[src/rtl/fog_demod_pkg.sv]
// Shared state encoding, minimum half-period and default widths for the
// fog_demod_accum square-wave modulator / synchronous demodulator.
package fog_demod_pkg;

    localparam int DEF_ADC_W = 14;
    localparam int DEF_CNT_W = 16;
    localparam int DEF_ERR_W = 32;
    localparam int FREQ_MIN  = 2;

    typedef enum logic [1:0] {
        S_IDLE = 2'd0,
        S_POS  = 2'd1,
        S_NEG  = 2'd2
    } state_t;

endpackage

[src/rtl/fog_mod_timer.sv]
// Half-period timer: latches (and clamps) the half-period / settling-skip
// configuration at period boundaries and flags half end, period end and accumulate window.
module fog_mod_timer
    import fog_demod_pkg::*;
#(
    parameter int CNT_W = DEF_CNT_W
) (
    input  logic             i_clk,
    input  logic             i_rst,
    input  logic             i_en,
    input  state_t           i_state,
    input  logic [CNT_W-1:0] i_freq_cnt,
    input  logic [CNT_W-1:0] i_wait_cnt,
    output logic             o_half_end,
    output logic             o_period_end,
    output logic             o_acc_en,
    output logic [CNT_W-1:0] o_cnt
);

    localparam logic [CNT_W-1:0] C_FMIN = CNT_W'(FREQ_MIN);
    localparam logic [CNT_W-1:0] C_ONE  = CNT_W'(1);

    logic [CNT_W-1:0] r_cnt;
    logic [CNT_W-1:0] r_freq;
    logic [CNT_W-1:0] r_wait;
    logic [CNT_W-1:0] w_freq_clamped;
    logic             w_active;

    assign w_freq_clamped = (i_freq_cnt < C_FMIN) ? C_FMIN : i_freq_cnt;
    assign w_active       = (i_state == S_POS) || (i_state == S_NEG);
    assign o_half_end     = w_active && (r_cnt == r_freq - C_ONE);
    assign o_period_end   = o_half_end && (i_state == S_NEG);
    assign o_acc_en       = w_active && (r_cnt >= r_wait);
    assign o_cnt          = r_cnt;

    // Config is sampled only on IDLE exit and at period end, so mid-period
    // changes wait for the next positive half.
    always_ff @(posedge i_clk or posedge i_rst) begin
        if (i_rst) begin
            r_cnt  <= '0;
            r_freq <= '0;
            r_wait <= '0;
        end else if (!i_en) begin
            r_cnt <= '0;
        end else if (!w_active || o_period_end) begin
            r_freq <= w_freq_clamped;
            r_wait <= i_wait_cnt;
            r_cnt  <= '0;
        end else if (o_half_end) begin
            r_cnt <= '0;
        end else begin
            r_cnt <= r_cnt + C_ONE;
        end
    end

endmodule

[src/rtl/fog_demod_accum.sv]
// PIG-loop square-wave modulator and synchronous demodulator: one signed
// error word (sum_pos - sum_neg) per modulation period. Monitor ports: FOG_DEMOD_MONITOR_EN.
module fog_demod_accum
    import fog_demod_pkg::*;
#(
    parameter int ADC_W = DEF_ADC_W,
    parameter int CNT_W = DEF_CNT_W,
    parameter int ERR_W = DEF_ERR_W
) (
    input  logic                    i_clk,
    input  logic                    i_rst,
    input  logic                    i_en,
    input  logic [CNT_W-1:0]        i_freq_cnt,
    input  logic [CNT_W-1:0]        i_wait_cnt,
    input  logic signed [ADC_W-1:0] i_adc,
    output logic                    o_mod_stat,
    output logic signed [ERR_W-1:0] o_err,
    output logic                    o_err_strobe
`ifdef FOG_DEMOD_MONITOR_EN
    ,
    output logic [1:0]              m_state,
    output logic [CNT_W-1:0]        m_cnt,
    output logic [ERR_W-1:0]        m_sum_pos,
    output logic [ERR_W-1:0]        m_sum_neg
`endif
);

    state_t                  r_state;
    logic signed [ERR_W-2:0] r_sum_pos;
    logic signed [ERR_W-2:0] r_sum_neg;
    logic signed [ERR_W-2:0] w_sample;
    logic signed [ERR_W-2:0] w_term;
    logic                    w_half_end;
    logic                    w_period_end;
    logic                    w_acc_en;

    assign w_sample = (ERR_W-1)'(i_adc);
    assign w_term   = w_acc_en ? w_sample : '0;

    fog_mod_timer #(
        .CNT_W (CNT_W)
    ) u_timer (
        .i_clk        (i_clk),
        .i_rst        (i_rst),
        .i_en         (i_en),
        .i_state      (r_state),
        .i_freq_cnt   (i_freq_cnt),
        .i_wait_cnt   (i_wait_cnt),
        .o_half_end   (w_half_end),
        .o_period_end (w_period_end),
        .o_acc_en     (w_acc_en),
`ifdef FOG_DEMOD_MONITOR_EN
        .o_cnt        (m_cnt)
`else
        .o_cnt        ()
`endif
    );

    // Dropping i_en outranks everything, including a pending period-end strobe.
    always_ff @(posedge i_clk or posedge i_rst) begin
        if (i_rst) begin
            r_state      <= S_IDLE;
            r_sum_pos    <= '0;
            r_sum_neg    <= '0;
            o_mod_stat   <= 1'b0;
            o_err        <= '0;
            o_err_strobe <= 1'b0;
        end else if (!i_en) begin
            r_state      <= S_IDLE;
            r_sum_pos    <= '0;
            r_sum_neg    <= '0;
            o_mod_stat   <= 1'b0;
            o_err_strobe <= 1'b0;
        end else begin
            o_err_strobe <= 1'b0;
            case (r_state)
                S_IDLE: begin
                    r_state    <= S_POS;
                    r_sum_pos  <= '0;
                    r_sum_neg  <= '0;
                    o_mod_stat <= 1'b1;
                end
                S_POS: begin
                    if (w_acc_en) r_sum_pos <= r_sum_pos + w_sample;
                    if (w_half_end) begin
                        r_state    <= S_NEG;
                        o_mod_stat <= 1'b0;
                    end
                end
                S_NEG: begin
                    if (w_period_end) begin
                        o_err        <= ERR_W'(r_sum_pos) - (ERR_W'(r_sum_neg) + ERR_W'(w_term));
                        o_err_strobe <= 1'b1;
                        r_sum_pos    <= '0;
                        r_sum_neg    <= '0;
                        r_state      <= S_POS;
                        o_mod_stat   <= 1'b1;
                    end else if (w_acc_en) begin
                        r_sum_neg <= r_sum_neg + w_sample;
                    end
                end
                default: begin
                    r_state    <= S_IDLE;
                    o_mod_stat <= 1'b0;
                end
            endcase
        end
    end

`ifdef FOG_DEMOD_MONITOR_EN
    assign m_state   = r_state;
    assign m_sum_pos = ERR_W'(r_sum_pos);
    assign m_sum_neg = ERR_W'(r_sum_neg);
`endif

endmodule

[config.mk]
export PLATFORM = sky130hd
export DESIGN_NAME = fog_demod_accum
export DESIGN_NICKNAME = d
export VERILOG_FILES = /design/src/rtl/fog_demod_pkg.sv /design/src/rtl/fog_mod_timer.sv /design/src/rtl/fog_demod_accum.sv
export SDC_FILE = /design/constraint.sdc
export NUM_CORES = 1
export LEC_CHECK = 0
export BUFFER_PORTS_ARGS = -buffer_cell sky130_fd_sc_hd__buf_2
export CORE_UTILIZATION = 48
export DETAILED_ROUTE_END_ITERATION = 8
export GPL_TIMING_DRIVEN = 0
export PLACE_DENSITY = 0.7
export SLEW_MARGIN = 5
export SYNTH_ARGS = -nofsm -noshare
export SYNTH_HDL_FRONTEND = slang
export SYNTH_SLANG_ARGS = --single-unit
[constraint.sdc]
create_clock -name i_clk -period 5.3 [get_ports i_clk]
set_clock_uncertainty 0.15 [all_clocks]
set_input_delay 0.795 -clock i_clk [delete_from_list [all_inputs] [get_ports i_clk]]
set_output_delay 0.795 -clock i_clk [all_outputs]
set_load 0.02 [all_outputs]
==> flow_metrics.env, run 1 <==
export IMPL_outcome="complete, but fails checks"
export IMPL_violations="negative setup slack"
export IMPL_dr_pass1_iters=6
export IMPL_slew_violations=0
export IMPL_reg2reg_depth=23
export IMPL_setup_viol=1
export IMPL_grt_first_pass_wirelength_um=47030
export IMPL_antenna_found_initial=0
export IMPL_r2r_start="u_timer.o_cnt[9]$_DFF_PP0_"
export IMPL_path_class="flop to flop"
export IMPL_clockBufferDepth=2
export IMPL_worst_pin_slew_ps=759.9
export IMPL_holdWs_ps=286.4
export IMPL_cts_sinks=146
export IMPL_relSlewSlack_pct=49.34
export IMPL_grt_max_degree=87
export IMPL_synth_cell_types=66
export IMPL_clkTransAtPathRegs_ps=60
export IMPL_placed_area_um2=12690
export IMPL_peakVddDrop_v=0.0002534
export IMPL_netlist_area_um2=11810
export IMPL_design_die_area_um2=25230
export IMPL_drive_gt1_share_pct=15.88
export IMPL_cp_arrival_ps=5450
export IMPL_rsz0062_at_grt="yes"
export IMPL_r2r_end="o_err[30]$_DFFE_PP0P_"
export IMPL_power_density_nw_per_um2=283.7
export IMPL_clk_latency_ps=430
export IMPL_hold_viol=0
export IMPL_min_period_over_period_pct=100.1
export IMPL_vias=9671
export IMPL_antenna_left=0
export IMPL_fin_nets=1596
export IMPL_finalCriticalPeriod_ps=5303
export IMPL_critPathLaunchType="flop"
export IMPL_via_per_inst=5.574
export IMPL_max_clock_freq_mhz=188.6
export IMPL_wirelength_um=28100
export IMPL_port_buffers=81
export IMPL_cts_max_level=4
export IMPL_synthesis_nets=1483
export IMPL_rows=57
export IMPL_area_delta_synth_final_pct=14.03
export IMPL_initial_utilization_pct=48.70
export IMPL_synth_seq_area_share_pct=30.94
export IMPL_synth_edf_count=0
export IMPL_worstSetupEndpointType="flop"
export IMPL_leakage_nw=6.401
export IMPL_synth_largest_area_cell="dfrtp_1"
export IMPL_synthTopCellsByArea="dfrtp_1, ha_1, fa_1"
export IMPL_die_h_um=158.9
export IMPL_synthArstFlopShare_pct=100.0
export IMPL_grt_ovfl_total=0
export IMPL_preCtsSetupSlack_ps=-881.8
export IMPL_die_x_um=158.9
export IMPL_core_um2=24250
export IMPL_place_gp_congestion=0.8760
export IMPL_hpwl_um=22380
export IMPL_netlist_area_leader_share_pct=30.94
export IMPL_ctsHoldBuffers=0
export IMPL_cts_made_buffers=17
export IMPL_tritoncts="done"
export IMPL_cap_violations=0
export IMPL_grt_usage_pct=22.96
export IMPL_ys_flop_type="dfrtp_1"
export IMPL_ys_seq_elements=146
export IMPL_drcViolationCount=0
export IMPL_setup_tns_ps=-2.769
export IMPL_design_area_um2=13470
export IMPL_layout_setup_ws_ps=-2.769
export IMPL_required_ps=5440
export IMPL_pin_count=83
export IMPL_syn_area_per_cell_um2=9.183
export IMPL_hp_class="input port to asynchronous set/reset pin"
export IMPL_final_fill_count=2186
export IMPL_diodes=0
export IMPL_synthCells=1286
export IMPL_drt_iter0_markers=628
export IMPL_critPathMaxFanout=3
export IMPL_power_total_mw=3.820
export IMPL_yosys_warnings=0
export IMPL_r2r_setup_slack_ps=-3
export IMPL_wl_per_cell_um=16.20
export IMPL_grt_pass1_vias=9606
export IMPL_clock_root_buffer="clkbuf_16"
[worst max path at each step]
stage | slack, ps | start | endpoint | depth (start not counted)
6_report | -3 | u_timer.o_cnt[9]$_DFF_PP0_ | o_err[30]$_DFFE_PP0P_ | 23
4_1_cts | -30 | u_timer.r_wait[0]$_DFFE_PP0P_ | o_err[30]$_DFFE_PP0P_ | 22
3_5_place_dp | -880 | u_timer.o_cnt[9]$_DFF_PP0_ | o_err[30]$_DFFE_PP0P_ | 24
5_1_grt | -240 | u_timer.r_wait[9]$_DFFE_PP0P_ | o_err[30]$_DFFE_PP0P_ | 24
3_3_place_gp | -1190 | i_rst | r_sum_neg[2]$_DFFE_PP0P_ | 2
2_1_floorplan | 20 | u_timer.o_cnt[0]$_DFF_PP0_ | o_err[30]$_DFFE_PP0P_ | 24
[sequential cells by signal (all words and copies together), names as in the netlist]
name            count
o_err_strobe        1
u_timer.r_wait     16
u_timer.o_cnt      16
r_state             2
u_timer.r_freq     16
o_err              32
r_sum_pos          31
o_mod_stat          1
r_sum_neg          31
[per-layer routing]
metal	vias up	wire (um)	global-route usage (%)	part of all wire, %
met3	47	897	2.456	3.2
met4	0	754	8.960	2.7
met2	222	13600	39.51	48
li1	4848	-	-	-
met1	4554	12860	29.56	46
met5	-	0	0	0
[Yosys cell counts (all sizes together), types with 15 or more instances]
library cell / instances
dfrtp: 146
mux2: 33
a211oi: 18
ha: 115
nor3: 19
nor2: 75
nand2: 149
o31ai: 49
xnor2: 58
a21oi: 68
inv: 79
fa: 33
and3: 15
nand3: 28
clkbuf: 23
o21a: 19
a21o: 55
buf: 15
xor2: 54
o21ai: 89
[cell type report]
| cell class | count | area, um^2 | share of cell area, % |
|---|---|---|---|
| tap | 324 | 405.4 | 3.011 |
| inverter | 79 | 301.5 | 2.239 |
| timing repair buffer | 95 | 530.5 | 3.940 |
| buffer | 37 | 186.4 | 1.385 |
| clock buffer | 20 | 446.7 | 3.317 |
| clock inverter | 11 | 81.33 | 0.6040 |
| sequential | 146 | 3660 | 27.18 |
| multi-input combinational | 1023 | 7854 | 58.33 |
[metrics by stage]
step                      utilization, %  cells
after global placement             52.20   1691
after global routing               55.53   1735
after floorplan                        -   1286
after CTS                          55.12   1731
after detailed placement           52.33   1692
final                              55.53   1735
[report_power, final]
part	switching, mW	internal (mW)
Sequential	0.0953	1.20
Combinational	0.774	0.662
Clock	0.479	0.610
[cell families after synthesis]
family                     count (synthesis)  synth area share, %
muxes                                     37                3.486
DFF                                      146                30.94
and+or+nand+nor                          356                14.22
buffers and inverters                    117                4.122
AOI/OAI and AO/OA                        370                21.15
xor gates and xnor gates                 112                8.307
adders and majority gates                148                17.78
[repair_timing]
item / CTS / global route
setup buffers: 9 / 4
resized for setup: 22 / 16
setup endpoints to repair: 20 / 11
pin swaps: 21 / 21
[worst max-delay path: stages, from the launching register on]
cell       delay [ps]
dfrtp_2           430
ha_4              270
a21o_1            100
a21o_1            130
a211oi_2           70
o21a_1            220
o221ai_4          260
and2_4            210
nand2_2            50
fa_1              500
inv_1              50
ha_2              170
or2_4             250
fa_2              350
a21o_1            200
a31o_4            240
a2111oi_4         370
or3_4             200
o211ai_1          160
o2111ai_1         280
a21oi_2           100
a31oi_1           200
xor2_1            160
o21ai_1            70
[cell usage in the layout, fill, tap and decap left out, types with 11 or more instances in the layout]
cell | Yosys | final
nor2_1 | 74 | 74
ha_1 | 115 | 110
nand3_1 | 28 | 28
inv_1 | 79 | 76
a211oi_1 | 18 | 17
fa_1 | 33 | 32
o21a_1 | 19 | 19
nand2_1 | 148 | 146
clkbuf_16 | 0 | 17
xor2_1 | 54 | 54
o211ai_1 | 11 | 11
a21o_1 | 55 | 55
o31ai_1 | 39 | 39
nand4_1 | 12 | 12
clkbuf_1 | 23 | 24
and3_1 | 15 | 15
a21oi_1 | 68 | 64
xnor2_1 | 58 | 57
mux2_2 | 30 | 30
a22o_1 | 12 | 12
dfrtp_1 | 146 | 141
buf_4 | 4 | 17
nor3_1 | 18 | 17
o21ai_0 | 88 | 83
buf_2 | 8 | 89
(Power assumes the default switching activity.)
==> run 2: changes to the inputs <==
Settings changed: SYNTH_HIERARCHICAL set to 1.
==> run 2 against run 1 <==
  * The flow now finishes without violations
  * Critical endpoint is now o_err[27]$_DFFE_PP0P_
  * Flip-flop and latch count down 1
  * Hold slack got worse by 67 ps
  * Combinational power fell by 77%
  * Largest cell class unchanged
  * Sequential power decreased by 9%
  * Cell area is 3.3% higher
  * Largest power group is now registers
  * Register-to-register slack improved by 70 ps
  * Core utilization rose by 1.3 points
  * Non-clock buffer count is 19 higher
  * Highest routed layer unchanged
==> flow_metrics.env, run 2 <==
export IMPL_outcome="finished, final reports clean"
export IMPL_hp_class="input port to asynchronous set/reset pin"
export IMPL_pin_count=83
export IMPL_yosys_warnings=6
export IMPL_ys_seq_elements=145
export IMPL_holdWs_ps=219.3
export IMPL_die_h_um=160.3
export IMPL_critPathLaunchType="flop"
export IMPL_grt_usage_pct=23.84
export IMPL_port_buffers=82
export IMPL_hpwl_um=23230
export IMPL_cap_violations=0
export IMPL_synth_most_common_cell="dfrtp_1"
export IMPL_fin_util_pct=56.86
export IMPL_rows=57
export IMPL_wl_per_cell_um=17.09
export IMPL_max_clock_freq_mhz=191.0
export IMPL_via_per_inst=5.785
export IMPL_vias=10211
export IMPL_synthesis_nets=1494
export IMPL_cts_max_level=4
export IMPL_clock_power_share_pct=43.7
export IMPL_layout_common_cells="dfrtp_1, ha_1, nand2_1"
export IMPL_design_die_area_um2=25690
export IMPL_peakVddDrop_v=0.0002176
export IMPL_relSlewSlack_pct=27.92
export IMPL_mostFrequentLayoutCell="dfrtp_1"
export IMPL_cts_sinks=145
export IMPL_grt_max_degree=54
export IMPL_p_int_mw=1.949
export IMPL_netlist_area_um2=12020
export IMPL_drcViolationCount=0
export IMPL_r2r_start="u_timer/o_cnt[0]$_DFF_PP0_"
export IMPL_ctsHoldBuffers=0
export IMPL_tritoncts="done"
export IMPL_largest_reg_flops=32
export IMPL_synthTopCellsByArea="dfrtp_1, ha_1, fa_1"
export IMPL_drive_gt1_share_pct=15.75
export IMPL_syn_area_per_cell_um2=9.256
export IMPL_clockBufferDepth=2
export IMPL_power_switching_uw=740.5
export IMPL_finalCriticalPeriod_ps=5237
export IMPL_wirelength_um=30170
export IMPL_diodes=0
export IMPL_setup_viol=0
export IMPL_die_x_um=160.3
export IMPL_power_density_nw_per_um2=193.4
export IMPL_synth_edf_count=0
export IMPL_hold_viol=0
export IMPL_worst_pin_slew_ps=1073
export IMPL_grt_ovfl_total=0
export IMPL_top_regs="o_err: 32 flops, r_sum_neg: 31 flops, r_sum_pos: 31 flops"
export IMPL_largest_register="o_err"
export IMPL_critPathMaxFanout=8
export IMPL_required_ps=5430
export IMPL_synth_largest_area_cell="dfrtp_1"
export IMPL_leakage_nw=6.766
export IMPL_p_seq_share_pct=44.0
export IMPL_dr_pass1_iters=7
export IMPL_grt_pass1_vias=10261
export IMPL_synthCells=1299
export IMPL_cts_made_buffers=17
export IMPL_critPathLaunch="u_timer/o_cnt[0]$_DFF_PP0_"
export IMPL_synth_cell_types=78
export IMPL_cp_arrival_ps=5370
export IMPL_core_um2=24460
export IMPL_antenna_found_initial=0
export IMPL_place_gp_congestion=0.8926
export IMPL_rsz0062_at_grt="yes"
export IMPL_power_total_mw=2.690
export IMPL_setup_tns_ps=0
export IMPL_pwr_share_comb_pct=12.2
export IMPL_area_delta_synth_final_pct=15.67
export IMPL_synth_seq_area_share_pct=30.18
export IMPL_synthArstFlopShare_pct=100.0
export IMPL_slew_violations=0
export IMPL_ys_flop_type="dfrtp_1"
export IMPL_fin_nets=1623
export IMPL_worstSetupEndpointType="flop"
export IMPL_clock_root_buffer="clkbuf_16"
export IMPL_netlist_area_leader_share_pct=30.18
export IMPL_path_class="flop to flop"
export IMPL_switching_share_pct=27.53
export IMPL_initial_utilization_pct=49.15
export IMPL_drt_iter0_markers=784
export IMPL_clkTransAtPathRegs_ps=70
export IMPL_clk_latency_ps=440
export IMPL_grt_first_pass_wirelength_um=49490
export IMPL_min_period_over_period_pct=98.81
export IMPL_antenna_left=0
export IMPL_synth_common_cells="dfrtp_1, ha_1, nand2_1, a21oi_1, nor2_1"
export IMPL_final_fill_count=2159
-- run 2: what timing repair did --
item,4_1_cts,5_1_grt
cloned,0,0
setup endpoints to repair,17,14
pin swaps,15,20
gates resized for setup,25,24
buffers inserted,13,14
-- run 2: worst paths after layout --
check	end	slack, ps	cells past startpoint
setup / recovery	o_err[27]$_DFFE_PP0P_	60	24
hold / removal	u_timer/r_wait[12]$_DFFE_PP0P_	220	2
setup reg to reg	o_err[27]$_DFFE_PP0P_	60	24
hold reg to reg	o_err[23]$_DFFE_PP0P_	320	2
max in group asynchronous	r_state[0]$_DFFE_PP0P_	4000	3
min in group i_clk	o_err[23]$_DFFE_PP0P_	320	2
-- run 2: area by class of cell --
| class | count | area (um^2) | share of cell area, % |
|---|---|---|---|
| Buffer | 40 | 197.7 | 1.421 |
| Clock buffer | 18 | 439.2 | 3.158 |
| Timing Repair Buffer | 111 | 676.9 | 4.867 |
| Inverter | 80 | 302.8 | 2.177 |
| Sequential cell | 145 | 3633 | 26.12 |
| Tap cell | 324 | 405.4 | 2.915 |
| Clock inverter | 14 | 126.4 | 0.9086 |
| Multi-Input combinational cell | 1033 | 8127 | 58.43 |
-- run 2: logic make-up (layout without fill, tap and decap cells) --
family                     count (synthesis)  in the layout  synth area share [%]
and+or+nand+nor                          335            335                 13.76
adders and majority gates                146            146                 17.25
buffers and inverters                    121            263                 3.996
AOI/OAI and AO/OA                        421            421                 24.59
muxes                                     23             23                 2.362
xor gates and xnor gates                 108            108                 7.867
DFF                                      145            145                 30.18
-- run 2: power groups by stage --
| stage | Clock, mW | Combinational [mW] | Sequential [mW] |
|---|---|---|---|
| finish | 1.18 | 0.329 | 1.18 |
| global route | 1.24 | 0.367 | 1.19 |
| CTS | 1.19 | 0.322 | 1.18 |
| detailed placement | 0 | 0.315 | 1.20 |
| global placement | 0 | 0.300 | 1.20 |
| floorplan | 0 | 0.226 | 1.19 |
-- run 2: stage by stage --
| step | std cells | cell area, um^2 | worst slack, ps |
|---|---|---|---|
| 6_report | 1765 | 13910 | 63.31 |
| 5_1_grt | 1765 | 13910 | -92.15 |
| 2_1_floorplan | 1299 | 12030 | 29.57 |
| 3_5_place_dp | 1707 | 12900 | -806.0 |
| 4_1_cts | 1751 | 13690 | 8.233 |
| 3_3_place_gp | 1705 | 12850 | -714.4 |
-- run 2: worst max-delay path, cell delays in order (launching register included) --
cell       delay [ps]
dfrtp_2           410
inv_2              70
ha_4              190
nand2b_4          130
a21o_1            140
a21o_1            150
a21o_1            190
a211oi_2          230
o21bai_2          120
a31o_4            280
clkbuf_16         170
nand2_1            90
fa_1              460
ha_4              290
and4_1            220
nand2_1           120
o21ai_2            80
o41a_1            370
a31o_4            270
a311oi_4          260
buf_6             150
o31ai_4            80
a31oi_2           200
xor2_1            180
o21ai_1            70
-- run 2: routing by layer --
metal  vias to the layer above  global-route usage (%)  part of all wire, %
li1                       5043                       -                    -
met1                      4922                   30.59                   45
met2                       203                   41.56                   49
met3                        43                   2.727                  3.1
met4                         0                   8.095                  2.4
met5                         -                       0                    0
